File: config.mk
export PLATFORM = sky130hd
export DESIGN_NAME = mem_stage_ctrl_flat
export DESIGN_NICKNAME = d
export VERILOG_FILES = /design/src/rtl/mem_stage_ctrl_if.sv /design/src/rtl/mem_stage_ctrl.sv /design/src/flat_wrapper.sv
export SDC_FILE = /design/constraint.sdc
export NUM_CORES = 1
export LEC_CHECK = 0
export BUFFER_PORTS_ARGS = -buffer_cell sky130_fd_sc_hd__buf_2
export CAP_MARGIN = 20
export CORE_MARGIN = 1.5
export CORE_UTILIZATION = 50
export DETAILED_ROUTE_END_ITERATION = 10
export GPL_ROUTABILITY_DRIVEN = 0
export PLACE_DENSITY = 0.83
export SKIP_CTS_REPAIR_TIMING = 1
export SLEW_MARGIN = 0
export SYNTH_ARGS = -nofsm -noshare
export SYNTH_HDL_FRONTEND = slang
export SYNTH_SLANG_ARGS = --single-unit
File: constraint.sdc
create_clock -name clk -period 3.54 [get_ports clk]
set_clock_uncertainty 0.15 [all_clocks]
set_input_delay 0 -clock clk [delete_from_list [all_inputs] [get_ports clk]]
set_output_delay 0 -clock clk [all_outputs]
set_load 0.02 [all_outputs]
File: src/rtl/mem_stage_ctrl_if.sv
// Handshake and pipeline-control bundle between the MEM-stage controller,
// the EX/MEM control bits, data memory and the MEM/WB register.
interface mem_stage_ctrl_if #(
    parameter int CNT_W = 4
);
    logic              mem_read_i;
    logic              mem_write_i;
    logic              mem_ready_i;
    logic [31:0]       mem_rdata_i;

    logic              mem_req_o;
    logic              stall_o;
    logic              bubble_o;
    logic [31:0]       rdata_o;
    logic              rdata_valid_o;
    logic [CNT_W-1:0]  last_latency_o;
    logic              err_o;

    // Controller side
    modport master (
        input  mem_read_i, mem_write_i, mem_ready_i, mem_rdata_i,
        output mem_req_o, stall_o, bubble_o, rdata_o, rdata_valid_o,
               last_latency_o, err_o
    );

    // Pipeline / memory side
    modport slave (
        output mem_read_i, mem_write_i, mem_ready_i, mem_rdata_i,
        input  mem_req_o, stall_o, bubble_o, rdata_o, rdata_valid_o,
               last_latency_o, err_o
    );
endinterface

File: src/rtl/mem_stage_ctrl.sv
// MEM-stage sequencer for variable-latency data memory: issues req/ready,
// freezes the upstream pipeline, bubbles MEM/WB and holds returned read data.
module mem_stage_ctrl #(
    parameter int TIMEOUT = 15,
    parameter int CNT_W   = 4
) (
    input  logic            clk,
    input  logic            rst,
    mem_stage_ctrl_if.master bus
);

    typedef enum logic [1:0] {
        ST_IDLE,
        ST_WAIT,
        ST_DONE,
        ST_ERR
    } state_t;

    localparam logic [CNT_W-1:0] CNT_LAST = CNT_W'(TIMEOUT - 1);

    state_t            state_reg, state_next;
    logic [CNT_W-1:0]  cnt_reg, cnt_next;
    logic [CNT_W-1:0]  lat_reg, lat_next;
    logic [31:0]       rdata_reg, rdata_next;
    logic              req_reg, req_next;
    logic              err_reg, err_next;
    logic              is_read_reg, is_read_next;

    logic              access;
    logic              stall_c;
    logic              valid_c;

    assign access = bus.mem_read_i | bus.mem_write_i;

    // State advances on the same (falling) edge as the pipeline registers.
    always_ff @(negedge clk or negedge rst) begin
        if (!rst) begin
            state_reg   <= ST_IDLE;
            cnt_reg     <= '0;
            lat_reg     <= '0;
            rdata_reg   <= '0;
            req_reg     <= 1'b0;
            err_reg     <= 1'b0;
            is_read_reg <= 1'b0;
        end else begin
            state_reg   <= state_next;
            cnt_reg     <= cnt_next;
            lat_reg     <= lat_next;
            rdata_reg   <= rdata_next;
            req_reg     <= req_next;
            err_reg     <= err_next;
            is_read_reg <= is_read_next;
        end
    end

    always_comb begin
        state_next   = state_reg;
        cnt_next     = cnt_reg;
        lat_next     = lat_reg;
        rdata_next   = rdata_reg;
        req_next     = req_reg;
        err_next     = err_reg;
        is_read_next = is_read_reg;
        stall_c      = 1'b0;
        valid_c      = 1'b0;

        case (state_reg)
            ST_IDLE: begin
                stall_c = access;
                if (access) begin
                    state_next   = ST_WAIT;
                    req_next     = 1'b1;
                    cnt_next     = '0;
                    // Read wins when both control bits are set.
                    is_read_next = bus.mem_read_i;
                end
            end

            ST_WAIT: begin
                stall_c = 1'b1;
                if (bus.mem_ready_i) begin
                    if (is_read_reg) begin
                        rdata_next = bus.mem_rdata_i;
                    end
                    lat_next   = cnt_reg;
                    req_next   = 1'b0;
                    state_next = ST_DONE;
                end else if (cnt_reg == CNT_LAST) begin
                    err_next   = 1'b1;
                    req_next   = 1'b0;
                    state_next = ST_ERR;
                end else begin
                    cnt_next = cnt_reg + 1'b1;
                end
            end

            ST_DONE: begin
                // Access bits still belong to the retiring instruction.
                valid_c    = 1'b1;
                state_next = ST_IDLE;
            end

            ST_ERR: begin
                stall_c = 1'b1;
            end

            default: begin
                state_next = ST_IDLE;
            end
        endcase
    end

    // Gate with rst so the pipeline is not held frozen while reset is asserted.
    assign bus.stall_o        = rst & stall_c;
    assign bus.bubble_o       = rst & stall_c;
    assign bus.rdata_valid_o  = rst & valid_c;
    assign bus.mem_req_o      = req_reg;
    assign bus.rdata_o        = rdata_reg;
    assign bus.last_latency_o = lat_reg;
    assign bus.err_o          = err_reg;

endmodule

File: src/flat_wrapper.sv
// flat-port wrapper written by rule: the top's interface ports become plain ports
module mem_stage_ctrl_flat 
#(
    parameter int TIMEOUT = 15,
    parameter int CNT_W   = 4
)
  (clk, rst, bus_mem_read_i, bus_mem_write_i, bus_mem_ready_i, bus_mem_rdata_i, bus_mem_req_o, bus_stall_o, bus_bubble_o, bus_rdata_o, bus_rdata_valid_o, bus_last_latency_o, bus_err_o);
  mem_stage_ctrl_if #(.CNT_W(CNT_W)) bus_i ();
  input  logic clk;
  input  logic rst;
  input wire logic [$bits(bus_i.mem_read_i)-1:0] bus_mem_read_i;
  input wire logic [$bits(bus_i.mem_write_i)-1:0] bus_mem_write_i;
  input wire logic [$bits(bus_i.mem_ready_i)-1:0] bus_mem_ready_i;
  input wire logic [$bits(bus_i.mem_rdata_i)-1:0] bus_mem_rdata_i;
  output wire logic [$bits(bus_i.mem_req_o)-1:0] bus_mem_req_o;
  output wire logic [$bits(bus_i.stall_o)-1:0] bus_stall_o;
  output wire logic [$bits(bus_i.bubble_o)-1:0] bus_bubble_o;
  output wire logic [$bits(bus_i.rdata_o)-1:0] bus_rdata_o;
  output wire logic [$bits(bus_i.rdata_valid_o)-1:0] bus_rdata_valid_o;
  output wire logic [$bits(bus_i.last_latency_o)-1:0] bus_last_latency_o;
  output wire logic [$bits(bus_i.err_o)-1:0] bus_err_o;
  assign bus_i.mem_read_i = bus_mem_read_i;
  assign bus_i.mem_write_i = bus_mem_write_i;
  assign bus_i.mem_ready_i = bus_mem_ready_i;
  assign bus_i.mem_rdata_i = bus_mem_rdata_i;
  assign bus_mem_req_o = bus_i.mem_req_o;
  assign bus_stall_o = bus_i.stall_o;
  assign bus_bubble_o = bus_i.bubble_o;
  assign bus_rdata_o = bus_i.rdata_o;
  assign bus_rdata_valid_o = bus_i.rdata_valid_o;
  assign bus_last_latency_o = bus_i.last_latency_o;
  assign bus_err_o = bus_i.err_o;
  mem_stage_ctrl #(.TIMEOUT(TIMEOUT), .CNT_W(CNT_W)) u_core (.clk(clk), .rst(rst), .bus(bus_i));
endmodule
== Word-level counts from Yosys, hierarchy flattened ==
Cells that the tools add are included.

* Flip-flop bits (word level): 45
* Bits in latches: 0
* RAM bits: 0
* Bits in read-only memories: 0
* Logic and storage cells: 45
* Memories kept: 0

* Add/subtract/negate cells: 1
* Multiply operators: 0
* Divide/modulo/power cells: 0
* $lt $le $gt $ge: 0
* Eq/ne operators: 8
* Shift-type cells: 0
* Mux-type cells: 14
* Bitwise gates (word level): 4
* Reduce and logical (&&, ||, !) cells: 11

{| class="wikitable"
|+ Operators with widths
! cell !! count
|-
| 4-bit two-way mux || 3
|-
| 3-bit AND reduction || 4
|-
| 4-bit case mux with 2 select lines || 1
|-
| 2-bit two-way mux || 3
|-
| 2-bit case mux with 3 select lines || 1
|-
| 4-bit by 1-bit adder with 4-bit output (second input constant) || 1
|-
| 2-bit == test (second input constant) || 2
|-
| 4-bit == test (second input constant) || 1
|-
| 1-bit two-way mux || 4
|-
| 2-bit inequality test (second input constant) || 2
|-
| 1-bit case mux with 2 select lines || 2
|-
| 2-bit AND reduction || 2
|-
| 4-bit AND reduction || 1
|-
| 3-bit by 2-bit inequality test with 1-bit output (second input constant) || 1
|-
| 3-bit nonzero test || 1
|-
| 1-bit AND || 2
|-
| 2-bit by 1-bit == test with 1-bit output (second input constant) || 1
|-
| 2-bit logical NOT || 1
|-
| 2-bit by 1-bit inequality test with 1-bit output (second input constant) || 1
|-
| 2-bit nonzero test || 1
|-
| 2-bit OR reduction || 1
|-
| 1-bit NOT || 1
|-
| 1-bit OR || 1
|}

== Logic depth before layout (Yosys ltp) ==
Gate-level depths: netlist of the first run.

* Word-level depth: 4
* Gate-level depth with buffers: 5
* Mapped depth without buffers: 5

==> flow_summary.ini, run 1 <==
[logic_synthesis]
synth_cells = 126
ys.flop_type = dfrtn_1
synthArstFlopShare = 1.00
syn-cell-area_um2 = 1860
synth_seq_cells = 45
yosys.area.top_type = dfrtn_1
yosysTopAreaCellShare = 0.607
synthesis.nets = 165
avgSynthCellArea_um2 = 14.7
synth_area_leaders = dfrtn_1, mux2_2, buf_6
ys_warn_count = 0
ys_types = 31
synth_edf_count = 0
yosysSeqAreaShare = 0.607

[power_and_ir_drop]
p_clk_frac = 0.165
p_seq_frac = 0.415
switching_share = 0.378
leakage_nw = 1.22
total_power_w = 0.00227
p_sw_w = 0.000858
intPower_w = 0.00142
power_frac_comb = 0.420
ir_worst_vdd_v = 0.000487
powerDensity_nw_per_um2 = 961

[global_routing]
antenna_found_initial = 0
overflow = 0
grt_pass1_vias = 1371
grt_start_max_net_pins = 33
grt_pass1_wl_um = 6140
grt_use_total = 0.194

[timing]
tns_ns = 0
tightest_slew_ns = 0.637
fin_ws_ns = 0.209
hold_viol = 0
relSlewSlack = 0.575
drv_slew = 0
setup_violations = 0
rsz0062_at_grt = false

[finish]
stdcell_count = 253
largest_register_ffs = 32
nNetsFinal = 245
layout_common_cells = buf_2, dfrtn_1, mux2_2
final_common_cell = buf_2
nFillCells = 252
area_growth_pct = 27.4
antennaDiodeCount = 0
drive_gt1_frac = 0.604
layout.area.seq_um2 = 1130
multiInputGateArea_um2 = 651

[critical_path]
critical_path_arrival_ns = 3.18
timing.rr.start = u_core.state_reg[1]$_DFFE_NN0P_
ff2ff_path_depth = 3
required_ns = 3.39
cp-end-kind = output port
cp-start-kind = flip-flop
r2r_slack_ns = 1.60
critPathKind = flip-flop to output port
setup.worst_path.start = u_core.state_reg[0]$_DFFE_NN0P_
worstPathMaxFanout = 12

[floorplan]
start_util = 0.539
core_um2 = 3440
die-area_um2 = 4090
die_h_um = 63.9
placementRows = 21
ios = 78
dieWidth_um = 63.9

[drt]
wl_um = 3610
wl_per_cell_um = 14.3
drtIter0Drc = 29
drcViolationCount = 0
drtAntennaViolNets = 0
vias = 1269
dr.pass1.iters = 4
routed_via_density = 5.02

[placed_design]
post-dp-hpwl_um = 2820
port_buffers = 77
place_worst_setup_slack_ns = 0.328
dp.cells = 245

[cts]
clk_pin_slew_ns = 0.05
cts_made_buffers = 5
cts_root_buf = clkbuf_8
clkSinkCount = 45
clk_path_buf_depth = 2
htree_levels = 2
clkLatencyLatePin_ns = 0.29
cts_tree = built

[hold_path]
hp-start = u_core.bus.err_o$_DFFE_NN0P_
holdPathStages = 1
min_path_type = flip-flop to flip-flop

[run_status]
status = completed

[flow_run]
drv_cap = 0
-- worst paths after layout --
| check | to |
|---|---|
| max | bus_stall_o |
| min | u_core.bus.err_o$_DFFE_NN0P_ |
| max reg2reg | u_core.bus.rdata_o[14]$_DFFE_NN0P_ |
| min reg2reg | u_core.bus.err_o$_DFFE_NN0P_ |
| max in group asynchronous | u_core.bus.rdata_o[12]$_DFFE_NN0P_ |
| min in group asynchronous | u_core.bus.rdata_o[6]$_DFFE_NN0P_ |
-- power by group through the flow --
stage	Combinational (W)	Sequential [W]	Clock, W
after floorplan	0.000429	0.00118	0
after global placement	0.000931	0.000934	0
after detailed placement	0.000966	0.000949	0
after CTS	0.000967	0.000942	0.000384
after global routing	0.00103	0.000982	0.000412
final	0.000955	0.000944	0.000375
-- synthesized netlist by cell type, drive strengths merged, types with 2 or more instances --
master	number
dfrtn	45
nand2	5
buf	7
nand3	3
nor2	4
inv	3
o21ai	2
ha	2
mux2	36
-- cell type report --
type                    count  share of cell area
clock buffers               6              0.0307
clock inverters             2              0.0164
inverters                   3             0.00476
multi-input cells          71               0.275
flip-flops and latches     45               0.476
well taps                  46              0.0243
repair buffers             80               0.172
-- stage by stage --
step,utilization,cell area (um2),hold slack (ns)
after floorplan,-,1860,-0.0213
after global placement,0.655,2250,0.249
after detailed placement,0.655,2250,0.264
after CTS,0.687,2360,0.266
after global routing,0.687,2360,0.297
final,0.687,2360,0.261
-- worst max-delay path: stages, from the launching register on --
cell and delay, ns:
dfrtn_1 0.58, o21ba_2 0.22, nor2b_1 0.14, buf_2 0.18
-- routing by layer --
metal | GRT usage | vias to the layer above | share of wire
met5 | 0 | - | 0
met2 | 0.340 | 51 | 0.53
met4 | 0.0625 | 0 | 0.0055
met1 | 0.226 | 615 | 0.40
met3 | 0.0581 | 2 | 0.058
li1 | - | 601 | -
-- logic make-up after synthesis --
kind of cell,after synthesis,synth area share
flip-flops,45,0.607
AND/OR/NAND/NOR,22,0.0722
AO/OA/AOI/OAI,10,0.0411
buffers and inverters,10,0.0425
multiplexers,37,0.224
adder cells (fa/ha/maj),2,0.0135
(Power assumes the default switching activity.)
==> run 2, diff against run 1 <==
--- a/config.mk
+++ b/config.mk
@@ -5,13 +5,14 @@
 export SDC_FILE = /design/constraint.sdc
 export NUM_CORES = 1
 export LEC_CHECK = 0
+export ABC_AREA = 1
 export BUFFER_PORTS_ARGS = -buffer_cell sky130_fd_sc_hd__buf_2
 export CAP_MARGIN = 20
 export CORE_MARGIN = 1.5
-export CORE_UTILIZATION = 50
+export CORE_UTILIZATION = 52
 export DETAILED_ROUTE_END_ITERATION = 10
 export GPL_ROUTABILITY_DRIVEN = 0
-export PLACE_DENSITY = 0.83
+export PLACE_DENSITY = 0.84
 export SKIP_CTS_REPAIR_TIMING = 1
 export SLEW_MARGIN = 0
 export SYNTH_ARGS = -nofsm -noshare
==> flow_summary.ini, run 2 <==
[cts]
cts_made_buffers = 5
clk_path_buf_depth = 2
clk_pin_slew_ns = 0.05
clkLatencyLatePin_ns = 0.30
cts_root_buf = clkbuf_8
clkSinkCount = 45
htree_levels = 2
cts_tree = built

[logic_synthesis]
synth_area_leaders = dfrtn_1, o21ai_2, nand2_1
synth_seq_cells = 45
ys_warn_count = 0
synth_edf_count = 0
yosysSeqAreaShare = 0.550
ys_types = 19
yosysMostFrequentCell = nand2_1
avgSynthCellArea_um2 = 9.48
yosys.area.top_type = dfrtn_1
synth_common_cells = nand2_1, dfrtn_1, inv_1
synthArstFlopShare = 1.00
synthesis.nets = 255
syn-cell-area_um2 = 2050
synth_cells = 216
yosysTopAreaCellShare = 0.550
ys.flop_type = dfrtn_1

[critical_path]
timing.rr.start = u_core.state_reg[0]$_DFFE_NN0P_
setup.worst_path.start = u_core.state_reg[1]$_DFFE_NN0P_
cp-start-kind = flip-flop
cp-end-kind = output port
critical_path_arrival_ns = 3.24
required_ns = 3.39
critPathKind = flip-flop to output port
worstPathMaxFanout = 7

[finish]
area_growth_pct = 24.5
nNetsFinal = 333
antennaDiodeCount = 0
drive_gt1_frac = 0.417
final_common_cell = buf_2
largest_register_ffs = 32
layout_common_cells = buf_2, nand2_1, dfrtn_1

[power_and_ir_drop]
p_sw_w = 0.000875
ir_worst_vdd_v = 0.000496
total_power_w = 0.00209
switching_share = 0.418
p_seq_frac = 0.417
p_clk_frac = 0.154
intPower_w = 0.00122
leakage_nw = 1.51
powerDensity_nw_per_um2 = 821
power_frac_comb = 0.429

[drt]
vias = 1574
wl_um = 3700
routed_via_density = 4.59
wl_per_cell_um = 10.8
drtAntennaViolNets = 0
dr.pass1.iters = 4
drtIter0Drc = 87
drcViolationCount = 0

[floorplan]
core_um2 = 3720
die-area_um2 = 4320
die_h_um = 65.8
ios = 78
placementRows = 22
start_util = 0.551
dieWidth_um = 65.8

[timing]
fin_ws_ns = 0.150
setup_violations = 0
holdWs_ns = 0.268
drv_slew = 0
relSlewSlack = 0.796
rsz0062_at_grt = false
tns_ns = 0
hold_viol = 0
tightest_slew_ns = 0.305

[run_status]
status = completed

[hold_path]
min_path_type = flip-flop to flip-flop
hp-start = u_core.bus.err_o$_DFFE_NN0P_

[global_routing]
grt_use_total = 0.195
overflow = 0
grt_pass1_vias = 1514
grt_start_max_net_pins = 47
antenna_found_initial = 0
grt_pass1_wl_um = 6350

[placed_design]
place_worst_setup_slack_ns = 0.455
post-dp-hpwl_um = 2820
port_buffers = 77

[flow_run]
drv_cap = 0
run 2: metrics by stage:
| step | instance area (um2) | util | instances |
|---|---|---|---|
| floorplan | 2050 | - | 216 |
| global placement | 2450 | 0.660 | 335 |
| detailed placement | 2450 | 0.660 | 335 |
| CTS | 2550 | 0.686 | 343 |
| global route | 2550 | 0.686 | 343 |
| finish | 2550 | 0.686 | 343 |
run 2: worst paths after layout:
check | endpoint | slack, ns | cells past startpoint
min in group asynchronous | u_core.cnt_reg[2]$_DFFE_NN0P_ | 1.18 | 2
min | u_core.bus.err_o$_DFFE_NN0P_ | 0.27 | 1
max reg2reg | u_core.bus.rdata_o[22]$_DFFE_NN0P_ | 1.81 | 6
max | bus_stall_o | 0.15 | 4
max in group asynchronous | u_core.bus.rdata_o[24]$_DFFE_NN0P_ | 1.83 | 2
min reg2reg | u_core.bus.err_o$_DFFE_NN0P_ | 0.27 | 1
run 2: critical path: stages, from the launching register on:
cell     delay (ns)
dfrtn_1        0.40
nor2_1         0.21
nand2_1        0.19
a21oi_1        0.19
buf_2          0.19
run 2: final cells by class:
class / count / area (um2)
well taps: 48 / 60.1
flip-flops and latches: 45 / 1130
fillers: 332 / 1170
inverters: 41 / 154
clock inverters: 2 / 13.8
clock buffers: 6 / 82.6
multi-input cells: 122 / 688
repair buffers: 79 / 425
run 2: cell families (layout without fill, tap and decap cells):
| group | count (synthesis) | count (layout) | share of synthesized area |
|---|---|---|---|
| AOI/OAI and AO/OA | 39 | 39 | 0.155 |
| and+or+nand+nor | 81 | 81 | 0.169 |
| adders and majority gates | 2 | 2 | 0.0122 |
| buffers and inverters | 49 | 128 | 0.114 |
| DFF | 45 | 45 | 0.550 |
run 2: per-layer routing:
layer / track usage / vias to the layer above / part of all wire
met5: 0 / - / 0
met4: 0.0859 / 0 / 0.019
met3: 0.0548 / 7 / 0.063
met2: 0.335 / 44 / 0.52
met1: 0.227 / 711 / 0.40
li1: - / 812 / -
run 2: power by group through the flow:
stage          sequential (W)  clock [W]  combinational [W]
5_1_grt              0.000903   0.000354           0.000999
6_report             0.000874   0.000323           0.000897
3_5_place_dp         0.000882          0           0.000913
2_1_floorplan         0.00109          0           0.000424
3_3_place_gp         0.000871          0           0.000888
4_1_cts              0.000877   0.000334           0.000914
==> run 3, diff against run 2 <==
--- a/config.mk
+++ b/config.mk
@@ -6,12 +6,15 @@
 export NUM_CORES = 1
 export LEC_CHECK = 0
 export ABC_AREA = 1
+export ABC_CLOCK_PERIOD_IN_PS = 3540
 export BUFFER_PORTS_ARGS = -buffer_cell sky130_fd_sc_hd__buf_2
 export CAP_MARGIN = 20
 export CORE_MARGIN = 1.5
 export CORE_UTILIZATION = 52
+export CTS_CLUSTER_DIAMETER = 40
 export DETAILED_ROUTE_END_ITERATION = 10
 export GPL_ROUTABILITY_DRIVEN = 0
+export MAX_ROUTING_LAYER = met4
 export PLACE_DENSITY = 0.84
 export SKIP_CTS_REPAIR_TIMING = 1
 export SLEW_MARGIN = 0
==> flow_summary.ini, run 3 (synthesis gave the netlist of run 2 again) <==
[finish]
area_growth_pct = 24.5
stdcell_count = 343
nNetsFinal = 333
largest_register_ffs = 32
antennaDiodeCount = 0
drive_gt1_frac = 0.417
layout_common_cells = buf_2, nand2_1, dfrtn_1
final_common_cell = buf_2
design_area_um2 = 2550

[cts]
clkLatencyLatePin_ns = 0.30
clkSinkCount = 45
cts_made_buffers = 5
clk_pin_slew_ns = 0.05
clk_path_buf_depth = 2
htree_levels = 2
cts_tree = built
cts_root_buf = clkbuf_8

[hold_path]
hp-start = u_core.bus.err_o$_DFFE_NN0P_
holdPathStages = 1
hold-path-endpoint = u_core.bus.err_o$_DFFE_NN0P_
min_path_type = flip-flop to flip-flop

[floorplan]
die-area_um2 = 4320
dieWidth_um = 65.8
placementRows = 22
die_h_um = 65.8
start_util = 0.551
ios = 78
core_um2 = 3720

[global_routing]
grtUsageMet1 = 0.231
overflow = 0
grt_pass1_vias = 1516
grt_start_max_net_pins = 47
grt_pass1_wl_um = 6330
grt_use_total = 0.200
met2_usage = 0.333
busiest_layer = met2
antenna_found_initial = 0
globalRouteMet3Util = 0.0479

[critical_path]
cp.buffers_inverters = 1
cp-start-kind = flip-flop
cp-end-kind = output port
worstPathMaxFanout = 7
r2r_slack_ns = 1.81
critical_path_arrival_ns = 3.24
critPathKind = flip-flop to output port
required_ns = 3.39
worst_path_max_delay_cell = dfrtn_1
cp_slowest_stage_delay_ns = 0.40
path_cells = nor2_1, nand2_1, a21oi_1, buf_2
cp_top_family = flip-flops
ff2ff_path_depth = 6
setup.worst_path.start = u_core.state_reg[1]$_DFFE_NN0P_
timing.rr.start = u_core.state_reg[0]$_DFFE_NN0P_
r2r_end = u_core.bus.rdata_o[22]$_DFFE_NN0P_

[timing]
rsz0062_at_grt = false
fin_ws_ns = 0.150
relSlewSlack = 0.796
tns_ns = 0
hold_viol = 0
drv_slew = 0
tightest_slew_ns = 0.306
setup_violations = 0

[power_and_ir_drop]
leakage_nw = 1.51
powerDensity_nw_per_um2 = 822
total_power_w = 0.00210
ir_worst_vdd_v = 0.000496

[drt]
drtIter0Drc = 113
vias = 1569
routed_via_density = 4.57
drtAntennaViolNets = 0
dr.pass1.iters = 4
drcViolationCount = 0
wl_per_cell_um = 10.8
wl_um = 3720

[placed_design]
post-dp-hpwl_um = 2820
placed_cell_area_um2 = 2450
dp.cells = 335
place_worst_setup_slack_ns = 0.455
port_buffers = 77

[run_status]
status = completed

[flow_run]
drv_cap = 0
## run 3: cell counts in the layout (fill, tap and decap cells not counted)
Identical to the previous run, type by type.
## run 3: worst max path at each step
| stage | slack, ns | depth (start not counted) | end |
|---|---|---|---|
| 2_1_floorplan | 0.26 | 4 | bus_stall_o |
| 3_5_place_dp | 0.45 | 4 | bus_stall_o |
| 4_1_cts | 0.14 | 4 | bus_stall_o |
| 6_report | 0.15 | 4 | bus_stall_o |
| 5_1_grt | 0.04 | 4 | bus_stall_o |
| 3_3_place_gp | 0.51 | 4 | bus_bubble_o |
## run 3: layout make-up
| class | instances | area (um2) |
|---|---|---|
| Fill cell | 332 | 1170 |
| Inverter | 41 | 154 |
| Clock inverter | 2 | 13.8 |
| Sequential cell | 45 | 1130 |
| Timing Repair Buffer | 79 | 425 |
| Tap cell | 48 | 60.1 |
| Multi-Input combinational cell | 122 | 688 |
| Clock buffer | 6 | 82.6 |
## run 3: through the flow
step,hold WS (ns),util
after floorplan,-0.00874,-
after global placement,0.266,0.660
after detailed placement,0.269,0.660
after CTS,0.273,0.686
after global routing,0.303,0.686
final,0.268,0.686
## run 3: layer usage
metal  vias up  routed length [um]
li1        812                   -
met1       708                1520
met2        42                1930
met3         7                 196
met4         0                  67
met5         -                   0
## run 3: power by group
part / switching (W) / internal [W] / total [W]
Clock: 0.000165 / 0.000158 / 0.000323
Sequential: 0.000136 / 0.000738 / 0.000874
Combinational: 0.000576 / 0.000323 / 0.000899
